## src/rtl/fetch_stage_pkg.sv

```systemverilog
// Shared pipeline constants for the fetch stage: NOP/HALT encodings, opcode
// field bounds and the fetch FSM state encoding.
package fetch_stage_pkg;

  localparam logic [15:0] NOP_INSTR = 16'h0800;
  localparam logic [4:0]  OP_HALT   = 5'b00000;
  localparam int          OPC_HI    = 15;
  localparam int          OPC_LO    = 11;

  typedef enum logic {
    ST_RUN    = 1'b0,
    ST_HALTED = 1'b1
  } fetch_state_e;

  function automatic logic is_halt(input logic [15:0] instr);
    return (instr[OPC_HI:OPC_LO] == OP_HALT);
  endfunction

endpackage

```

## src/rtl/fetch_stage_pc_reg.sv

```systemverilog
// Program counter register: async reset to RESET_PC, load-enable, and a
// next-value select between PC+2 and an externally supplied target.
module pc_reg #(
  parameter int               WIDTH    = 16,
  parameter logic [WIDTH-1:0] RESET_PC = '0
) (
  input  logic             clk,
  input  logic             rst,
  input  logic             load_en,
  input  logic             sel_target,
  input  logic [WIDTH-1:0] target,
  output logic [WIDTH-1:0] pc
);

  localparam logic [WIDTH-1:0] PC_STEP = {{(WIDTH-2){1'b0}}, 2'b10};

  logic [WIDTH-1:0] pc_r;
  logic [WIDTH-1:0] pc_next_s;

  // Next-PC select; the increment wraps modulo 2^WIDTH.
  always_comb begin
    pc_next_s = pc_r + PC_STEP;
    if (sel_target) begin
      pc_next_s = target;
    end else begin
      pc_next_s = pc_r + PC_STEP;
    end
  end

  // PC state register.
  always_ff @(posedge clk or posedge rst) begin
    if (rst) begin
      pc_r <= RESET_PC;
    end else if (load_en) begin
      pc_r <= pc_next_s;
    end
  end

  assign pc = pc_r;

endmodule

```

## src/rtl/fetch_stage.sv

```systemverilog
// Instruction fetch stage with IF/ID register, RUN/HALTED FSM, stall and
// redirect handling. Optional perf counters under FETCH_PERF_CNT_EN.
module fetch_stage
  import fetch_stage_pkg::*;
#(
  parameter int               WIDTH    = 16,
  parameter logic [WIDTH-1:0] RESET_PC = 16'h0000
) (
  input  logic             clk,
  input  logic             rst,
  input  logic             insert_nop,
  input  logic             redirect,
  input  logic [WIDTH-1:0] redirect_pc,
  output logic [WIDTH-1:0] imem_addr,
  input  logic [WIDTH-1:0] imem_data,
  output logic [WIDTH-1:0] IF_ID_instr,
  output logic [WIDTH-1:0] IF_ID_pc_plus2,
  output logic             IF_ID_valid,
  output logic             halted
`ifdef FETCH_PERF_CNT_EN
  ,
  output logic [15:0]      stall_cnt,
  output logic [15:0]      flush_cnt
`endif
);

  localparam logic [WIDTH-1:0] PC_STEP    = {{(WIDTH-2){1'b0}}, 2'b10};
  localparam logic [WIDTH-1:0] ALIGN_MASK = {{(WIDTH-1){1'b1}}, 1'b0};

  fetch_state_e     state_r, next_state_s;
  logic [WIDTH-1:0] pc_s;
  logic [WIDTH-1:0] pc_plus2_s;
  logic [WIDTH-1:0] target_s;
  logic             pc_load_s;
  logic             pc_sel_target_s;
  logic             ifid_load_s;
  logic [WIDTH-1:0] ifid_instr_s;
  logic [WIDTH-1:0] ifid_pc2_s;
  logic             ifid_valid_s;
  logic [WIDTH-1:0] ifid_instr_r;
  logic [WIDTH-1:0] ifid_pc2_r;
  logic             ifid_valid_r;

  assign pc_plus2_s = pc_s + PC_STEP;
  assign target_s   = redirect_pc & ALIGN_MASK;

  pc_reg #(
    .WIDTH    (WIDTH),
    .RESET_PC (RESET_PC)
  ) u_pc_reg (
    .clk        (clk),
    .rst        (rst),
    .load_en    (pc_load_s),
    .sel_target (pc_sel_target_s),
    .target     (target_s),
    .pc         (pc_s)
  );

  // Next-state and IF/ID load decision, redirect > stall > halted > run.
  always_comb begin
    next_state_s    = state_r;
    pc_load_s       = 1'b0;
    pc_sel_target_s = 1'b0;
    ifid_load_s     = 1'b0;
    ifid_instr_s    = NOP_INSTR;
    ifid_pc2_s      = ifid_pc2_r;
    ifid_valid_s    = 1'b0;
    if (redirect) begin
      next_state_s    = ST_RUN;
      pc_load_s       = 1'b1;
      pc_sel_target_s = 1'b1;
      ifid_load_s     = 1'b1;
    end else if (insert_nop) begin
      next_state_s = state_r;
    end else begin
      case (state_r)
        ST_HALTED: begin
          ifid_load_s = 1'b1;
        end
        ST_RUN: begin
          ifid_load_s  = 1'b1;
          ifid_instr_s = imem_data;
          ifid_pc2_s   = pc_plus2_s;
          ifid_valid_s = 1'b1;
          // A fetched HALT is still handed to decode, but the PC parks on it.
          if (is_halt(imem_data)) begin
            next_state_s = ST_HALTED;
          end else begin
            pc_load_s = 1'b1;
          end
        end
        default: begin
          next_state_s = ST_RUN;
        end
      endcase
    end
  end

  // FSM state and IF/ID pipeline register.
  always_ff @(posedge clk or posedge rst) begin
    if (rst) begin
      state_r      <= ST_RUN;
      ifid_instr_r <= NOP_INSTR;
      ifid_pc2_r   <= '0;
      ifid_valid_r <= 1'b0;
    end else begin
      state_r <= next_state_s;
      if (ifid_load_s) begin
        ifid_instr_r <= ifid_instr_s;
        ifid_pc2_r   <= ifid_pc2_s;
        ifid_valid_r <= ifid_valid_s;
      end
    end
  end

  assign imem_addr      = pc_s;
  assign IF_ID_instr    = ifid_instr_r;
  assign IF_ID_pc_plus2 = ifid_pc2_r;
  assign IF_ID_valid    = ifid_valid_r;
  assign halted         = (state_r == ST_HALTED);

`ifdef FETCH_PERF_CNT_EN
  logic [15:0] stall_cnt_r;
  logic [15:0] flush_cnt_r;

  // Saturating stall/flush counters.
  always_ff @(posedge clk or posedge rst) begin
    if (rst) begin
      stall_cnt_r <= 16'h0000;
      flush_cnt_r <= 16'h0000;
    end else begin
      if (insert_nop && !redirect && (stall_cnt_r != 16'hFFFF)) begin
        stall_cnt_r <= stall_cnt_r + 16'h0001;
      end
      if (redirect && (flush_cnt_r != 16'hFFFF)) begin
        flush_cnt_r <= flush_cnt_r + 16'h0001;
      end
    end
  end

  assign stall_cnt = stall_cnt_r;
  assign flush_cnt = flush_cnt_r;
`endif

endmodule

```

## config.mk

```make
export PLATFORM = sky130hd
export DESIGN_NAME = fetch_stage
export DESIGN_NICKNAME = d
export VERILOG_FILES = /design/src/rtl/fetch_stage_pkg.sv /design/src/rtl/fetch_stage_pc_reg.sv /design/src/rtl/fetch_stage.sv
export SDC_FILE = /design/constraint.sdc
export NUM_CORES = 1
export LEC_CHECK = 0
export CAP_MARGIN = 20
export CORE_MARGIN = 3
export CORE_UTILIZATION = 48
export CTS_CLUSTER_DIAMETER = 120
export DETAILED_ROUTE_END_ITERATION = 10
export PLACE_DENSITY = 0.93
export SYNTH_ARGS = -nofsm -noshare
export SYNTH_HDL_FRONTEND = slang
export SYNTH_SLANG_ARGS = --single-unit
```

## constraint.sdc

```tcl
create_clock -name clk -period 5.07 [get_ports clk]
set_input_delay 1.014 -clock clk [delete_from_list [all_inputs] [get_ports clk]]
set_output_delay 1.014 -clock clk [all_outputs]
set_load 0.01 [all_outputs]
```

# [Word-level counts from Yosys, hierarchy flattened]
# Cells that the tools add are included.
[totals] ff_bits=50 inputBits=36 out_inout_bits=50 word_cells=30
[classes] addsub=1 eq_ne=1 mux=18 n_bitwise=3 n_reduce_logical=2
[op_table] cell="two-way mux 16 bit" n=4
[op_table] cell="adder 16 x 2 -> 16 bit, second input constant" n=1
[op_table] cell="two-way mux 1 bit" n=14
[op_table] cell="logical NOT 5 bit" n=1
[op_table] cell="AND reduction 4 bit" n=1
[op_table] cell="NOT 1 bit" n=3
[op_table] cell="!= test 2 x 1 -> 1 bit, second input constant" n=1

# [Logic depth before layout (Yosys ltp)]
[logic_depth] depth_word=5 mapped_depth=6 mapped_depth_nobuf=5

# [By module]
# Synthesis repeated with hierarchy kept, for this count alone.
[hier_totals] cells_unflattened=255 area_unflattened_um2=2533.7
[by_module_without_submodules] mod="fetch_stage" instances=1 cells_each=137 area_per_inst_um2=1545.2 seq_area_each_um2=852.1
[by_module_without_submodules] mod="pc_reg" instances=1 cells_each=118 area_per_inst_um2=988.4 seq_area_each_um2=400.4

# [Least setup slack after synthesis]
# OpenSTA, ideal clock, no wires.
[synth_path] path_type="in2reg" from="input port imem_data[13]" to="register u_pc_reg.pc_r[2], in the netlist u_pc_reg.pc[2]" setup_time_ps=132 t_arrival_ps=2225 t_required_ps=4938 path_slack_ps=2713 cell_stages=6 n_path_buf=2 cell_sequence="or4_4 -> buf_6 -> o21ai_4 -> buf_6 -> mux2i_1 -> o21ai_1"
[synth_via] elab_chain_cells=5
[synth_lines] item="from (decl)" line_no="fetch_stage.sv:15" rtl="input logic [WIDTH-1:0] imem_data,"
[synth_lines] item="logical NOT 5 bit" line_no="fetch_stage_pkg.sv:16" rtl="return (instr[OPC_HI:OPC_LO] == OP_HALT);"
[synth_lines] item="two-way mux 1 bit" line_no="fetch_stage.sv:86" rtl="if (is_halt(imem_data)) begin"
[synth_lines] item="two-way mux 1 bit" line_no="fetch_stage.sv:76" rtl="case (state_r)"
[synth_lines] item="two-way mux 1 bit" line_no="fetch_stage.sv:73" rtl="end else if (insert_nop) begin"
[synth_lines] item="two-way mux 1 bit" line_no="fetch_stage.sv:68" rtl="if (redirect) begin"
[synth_lines] item="to (signal assigned)" line_no="fetch_stage_pc_reg.sv:35" rtl="pc_r <= pc_next_s;"
[synth_lines] item="to (decl)" line_no="fetch_stage_pc_reg.sv:17" rtl="logic [WIDTH-1:0] pc_r;"
# Every way passes these cells.
# A chain may end at the register's enable or synchronous reset.

# [Worst setup path in the final report]
[layout_path] from="input port redirect" to="register ifid_pc2_r[10], in the netlist IF_ID_pc_plus2[10]"
[layout_via] elab_chain_cells=2 word_cells_on_any_way=3 classes_between="1 x mux; 1 x bitwise; 1 x reduce/logical"
[layout_lines] item="from (decl)" line_no="fetch_stage.sv:12" rtl="input logic redirect,"
[layout_lines] item="two-way mux 1 bit / NOT 1 bit (equally long branches)"
[layout_lines] item="AND reduction 4 bit (no source line) (*)"
[layout_lines] item="to (signal assigned)" line_no="fetch_stage.sv:110" rtl="ifid_pc2_r <= ifid_pc2_s;"
[layout_lines] item="to (decl)" line_no="fetch_stage.sv:41" rtl="logic [WIDTH-1:0] ifid_pc2_r;"
# Mark *: on every way between the ends. The rest lies on a longest branch, timed or not.

==> results.tsv <==
stage	metric	value	unit
status	outcome	finished, final reports clean	
cells_and_area	Nets	345	
timing	Final setup viols	0	
clock_network	post-CTS sizing	0	
die	FP Rows	24	
die	Die W	75.6	um
clock_network	clk sinks	48	
pwr	Leakage	1.31	nW
route	DRT iter0 DRCs	157	
die	CORE AREA	4500	sq um
clock_network	CTS clk-pin slew, worst paths	90	ps
route	vias post-DR	2039	
synth	Post-synth top flop	dfrtp_1	
die	DIE AREA	5710	sq um
synth	Netlist Area Pre-Place	2320	sq um
critical_path	cells along the critical path	clkdlybuf4s50_1 -> buf_4 -> clkinv_1 -> nand2_1 -> o21ai_0	
grt	first-pass GRT wire length	9450	um
timing	Tmin final	2860	ps
grt	total track usage	21.6	%
cells_and_area	Final Cell Area	3260	sq um
timing	Slew headroom	53.6	%
synth	Yosys reg bits	48	
grt	vias in the first global route	1990	
route	routed vias/inst	5.65	
die	Die Y	75.6	um
synth	total number of yosys warnings	0	
clock_network	CTS Buf Count	5	
synth	gate count after technology mapping	232	
cells_and_area	number of flip-flops in the largest register	16	
clock_network	Clk Latency, worst-skew pair	300	ps
critical_path	Crit Reg-Reg Startpoint	u_pc_reg.pc[1]	
critical_path	CP arrival	3010	ps
synth	top cells by area, synth	dfrtp_1, a22o_1, nand2_1	
synth	Post-synth ARST share	100	%
pwr	Overall Power	936	uW
placed_design	Setup WS pre-CTS	1920	ps
timing	setup TNS	0	ps
job	max_cap viols	0	
timing	fin crit share	56.3	%
synth	Post-synth EDFFs	0	
timing	Slew @ Worst Pin	692	ps
timing	clk_skew	3.15	ps
grt	GRT Residual Overflow	0	
grt	initial antenna violation count	0	
synth	top cell type's share of synthesized area	50.6	%
clock_network	clock tree buffer depth	2	
route	TritonRoute pass-1 iters	4	
critical_path	Worst Setup Start Kind	primary input	
critical_path	CP max FO	25	
critical_path	CP endpoint kind	flop	
cells_and_area	area grow syn2layout	40.2	%
synth	Yosys cell types	45	
timing	RSZ-0062 raised after global routing	no	
route	Final ANT Viol Nets	0	
placed_design	Placed Area	3130	sq um
route	DR DRC count	0	
critical_path	reg2reg path depth	5	
cells_and_area	post-route insts no fill	361	
critical_path	critical path startpoint	redirect	
critical_path	CP required	5220	ps
timing	fin. max-slew vios	0	
grt	largest net degree at the start of global routing	49	
timing	Final Hold Slack	464	ps
die	Initial Util	51.6	%
hold_path	WHS Path Cells	2	
synth	top-count cell post-synth	dfrtp_1	
critical_path	CP max stage cell	nand2_1	
die	Ports	86	
synth	Post-synth top cells	dfrtp_1, nand2_1, o21ai_0	
synth	cell taking the most area after synthesis	dfrtp_1	
placed_design	HPWL Detailed	4390	um
clock_network	CTS tree	built	
synth	sequential cell area fraction in the yosys report	51.8	%
critical_path	largest stage delay on the critical path	690	ps
synth	Avg Cell Area, Syn	10.0	sq um
cells_and_area	ant diodes	0	
clock_network	# Post-CTS Setup Buffers	0	
clock_network	Post-CTS Hold Buffers	0	
cells_and_area	Core Util, Final	72.3	%
pwr	PwrDens	288	nW/um^2
cells_and_area	fraction of layout cells with a size suffix above 1	7.44	%
route	WL final	5970	um
placed_design	placed cell count	351	
critical_path	kind of critical path	in -> reg	
timing	Max Clk Rate	350	MHz
hold_path	hold_sp	IF_ID_instr[11]	
clock_network	root buffer cell	clkbuf_8	
timing	Worst Slack Setup Final	2210	ps
route	DR WL/cell	16.5	um
timing	Fin. Hold Viols	0	
placed_design	GP Congestion	0.848	
hold_path	HP Class	reg -> reg	
placed_design	I/O Buffers	82	
clock_network	depth of the CTS H-tree	2	
pwr	VDD IR max	0.140	mV
-- kinds of logic after synthesis --
group / count (synthesis) / synth area share, %
DFF: 48 / 51.8
muxes: 1 / 0.431
adders and majority gates: 1 / 0.539
and+or+nand+nor: 82 / 17.7
buffers and inverters: 22 / 4.85
AOI/OAI and AO/OA: 59 / 17.7
xor gates and xnor gates: 18 / 6.79
other: 1 / 0.161
-- cells in the final DEF (no fill, tap or decap), types with 3 or more instances in the layout --
master and instances:
a21oi_1 4, a22o_1 14, a31oi_1 8, and3_1 3, buf_4 3, clkbuf_8 6, clkdlybuf4s50_1 82, dfrtp_1 47
nand2_1 30, nand3_1 8, nand4_1 3, nor2_1 14, nor3_1 5, o211ai_1 5, o21ai_0 15, o21ai_1 5
o31ai_1 3, or4_1 3, xnor2_1 10, xor2_1 8
-- where the power goes --
group	switching (mW)	internal [mW]	leakage [nW]
combinational	0.104	0.131	0.678
clock	0.126	0.111	0.0445
sequential	0.0407	0.423	0.592
total	0.271	0.665	1.31
-- path summary, 6_finish.rpt --
kind	to	slack (ps)
worst max-delay path	IF_ID_pc_plus2[10]	2210
worst min-delay path	IF_ID_instr[11]	460
worst max register to register	u_pc_reg.pc[11]	3130
worst min register to register	IF_ID_instr[11]	460
max in group asynchronous	IF_ID_instr[11]	3530
min in group asynchronous	IF_ID_pc_plus2[7]	990
-- final cells by class --
class / count / area (sq um)
flip-flops and latches: 48 / 1200
repair buffers: 86 / 863
fillers: 334 / 1250
clock buffers: 7 / 86.3
inverters: 4 / 15.0
well taps: 52 / 65.1
clock inverters: 1 / 7.51
multi-input cells: 163 / 1020
-- worst max-delay path: cells and delay by family --
kind                   cells  cell delay, ps
AOI/OAI and AO/OA          1             210
and+or+nand+nor            1             690
buffers and inverters      3            1080
-- metal layers --
metal	track usage, %	vias to the layer above	routed length, um
met1	29.7	972	2570
met2	34.9	75	3000
met3	3.30	13	304
met4	7.57	0	95
li1	-	979	-
met5	0	-	0
No activity file was read; power rests on OpenSTA's default activity.
==> RTL change, RTL diff (config.mk and constraints unchanged) <==
Add a define of `FETCH_PERF_CNT_EN`.
--- a/src/rtl/fetch_stage.sv
+++ b/src/rtl/fetch_stage.sv
@@ -1,4 +1,6 @@
 // Instruction fetch stage with IF/ID register, RUN/HALTED FSM, stall and
 // redirect handling. Optional perf counters under FETCH_PERF_CNT_EN.
+`define FETCH_PERF_CNT_EN
+
 module fetch_stage
   import fetch_stage_pkg::*;
Function (old outputs only; new: flush_cnt and stall_cnt): kept (Yosys induction, for registers that start in step).
==> RTL change against the unedited design <==
Critical path depth unchanged. Worst setup slack got worse by 0.056 ns. Power increased by 100%. Synthesized area increased by 64%. Synthesized cell count increased by 59%. Count of clock-buffer cells in the layout increased by 4. Die area increased by 59%. Maximum frequency decreased by 1.9%. Clock skew increased by 0.0066 ns. Utilization decreased by 1.5 points. Design area increased by 63%. Wire length increased by 67%. Sequential cell count increased by 32. Non-clock buffer count increased by 32. Critical path type unchanged. Largest power group unchanged.
==> RTL change: results (changes against the unedited design) <==
[placement]
gp_congestion = 0.8255  ; -2.7%
dpl_cell_area_mm2 = 0.005045  ; +61%

[floorplanning]
dieArea_mm2 = 0.009051  ; +59%

[pwr]
p_switching_uw = 550.2  ; +100%
power_clock_uw = 586  ; +150%
swShare_pct = 28.95  ; about the same
vdd_drop_max_mv = 0.1675  ; +20%

[final_layout]
final.clkbuf_count = 11  ; +4
buf_share_pct = 22.10  ; -4.4 points
finalNonFillerCells = 586  ; +62%
final_nets = 521  ; +51%
seq_share_pct = 37.80  ; +0.87 points

[synth]
synth.area.mux_share_pct = 2.034  ; +1.6 points
ys_seq_area_share_pct = 52.53  ; +0.75 points
synth_fa_ha_area_share_pct = 0.9843  ; +0.45 points
syn_area_per_cell_um2 = 10.34  ; +3.3%

[detailed_routing]
wl_met1_um = 4200  ; +64%
drt_pre_antenna_iters = 6  ; +2

[worst_setup_path]
worst-path-max-fanout = 8  ; -68%
cp.arrival_ns = 3.13  ; +0.12 ns

[global_route]
grt_pass1_vias = 3349  ; +68%
grt_pass1_wl_um = 16260  ; +72%

[outcome]
status = completed

[clocking]
cts_buffers = 9  ; +4
clk_latency_ns = 0.35  ; +0.05 ns

[timing]
tightest_slew_ns = 0.8456  ; +0.1541 ns

-- RTL change: path summary, 6_finish.rpt --
path | from | end | slack [ns] | cells after the start
min in group asynchronous | rst | IF_ID_instr[8]$_DFFE_PP0N_ | 1.06 | 2
setup reg to reg | stall_cnt[0]$_DFFE_PP0P_ | stall_cnt[1]$_DFFE_PP0P_ | 2.90 | 5
setup / recovery | imem_data[13] | u_pc_reg.pc[8]$_DFFE_PP0P_ | 2.16 | 5
max in group asynchronous | rst | stall_cnt[4]$_DFFE_PP0P_ | 3.04 | 3
hold / removal | IF_ID_pc_plus2[14]$_DFFE_PP0P_ | IF_ID_pc_plus2[14]$_DFFE_PP0P_ | 0.49 | 2
hold reg to reg | IF_ID_pc_plus2[14]$_DFFE_PP0P_ | IF_ID_pc_plus2[14]$_DFFE_PP0P_ | 0.49 | 2
-- RTL change: critical path, cell delays in order --
cell and delay, ns:
clkdlybuf4s50_1 0.42, or4_1 0.71, o21ai_1 0.63, o211ai_1 0.21
o311ai_0 0.14
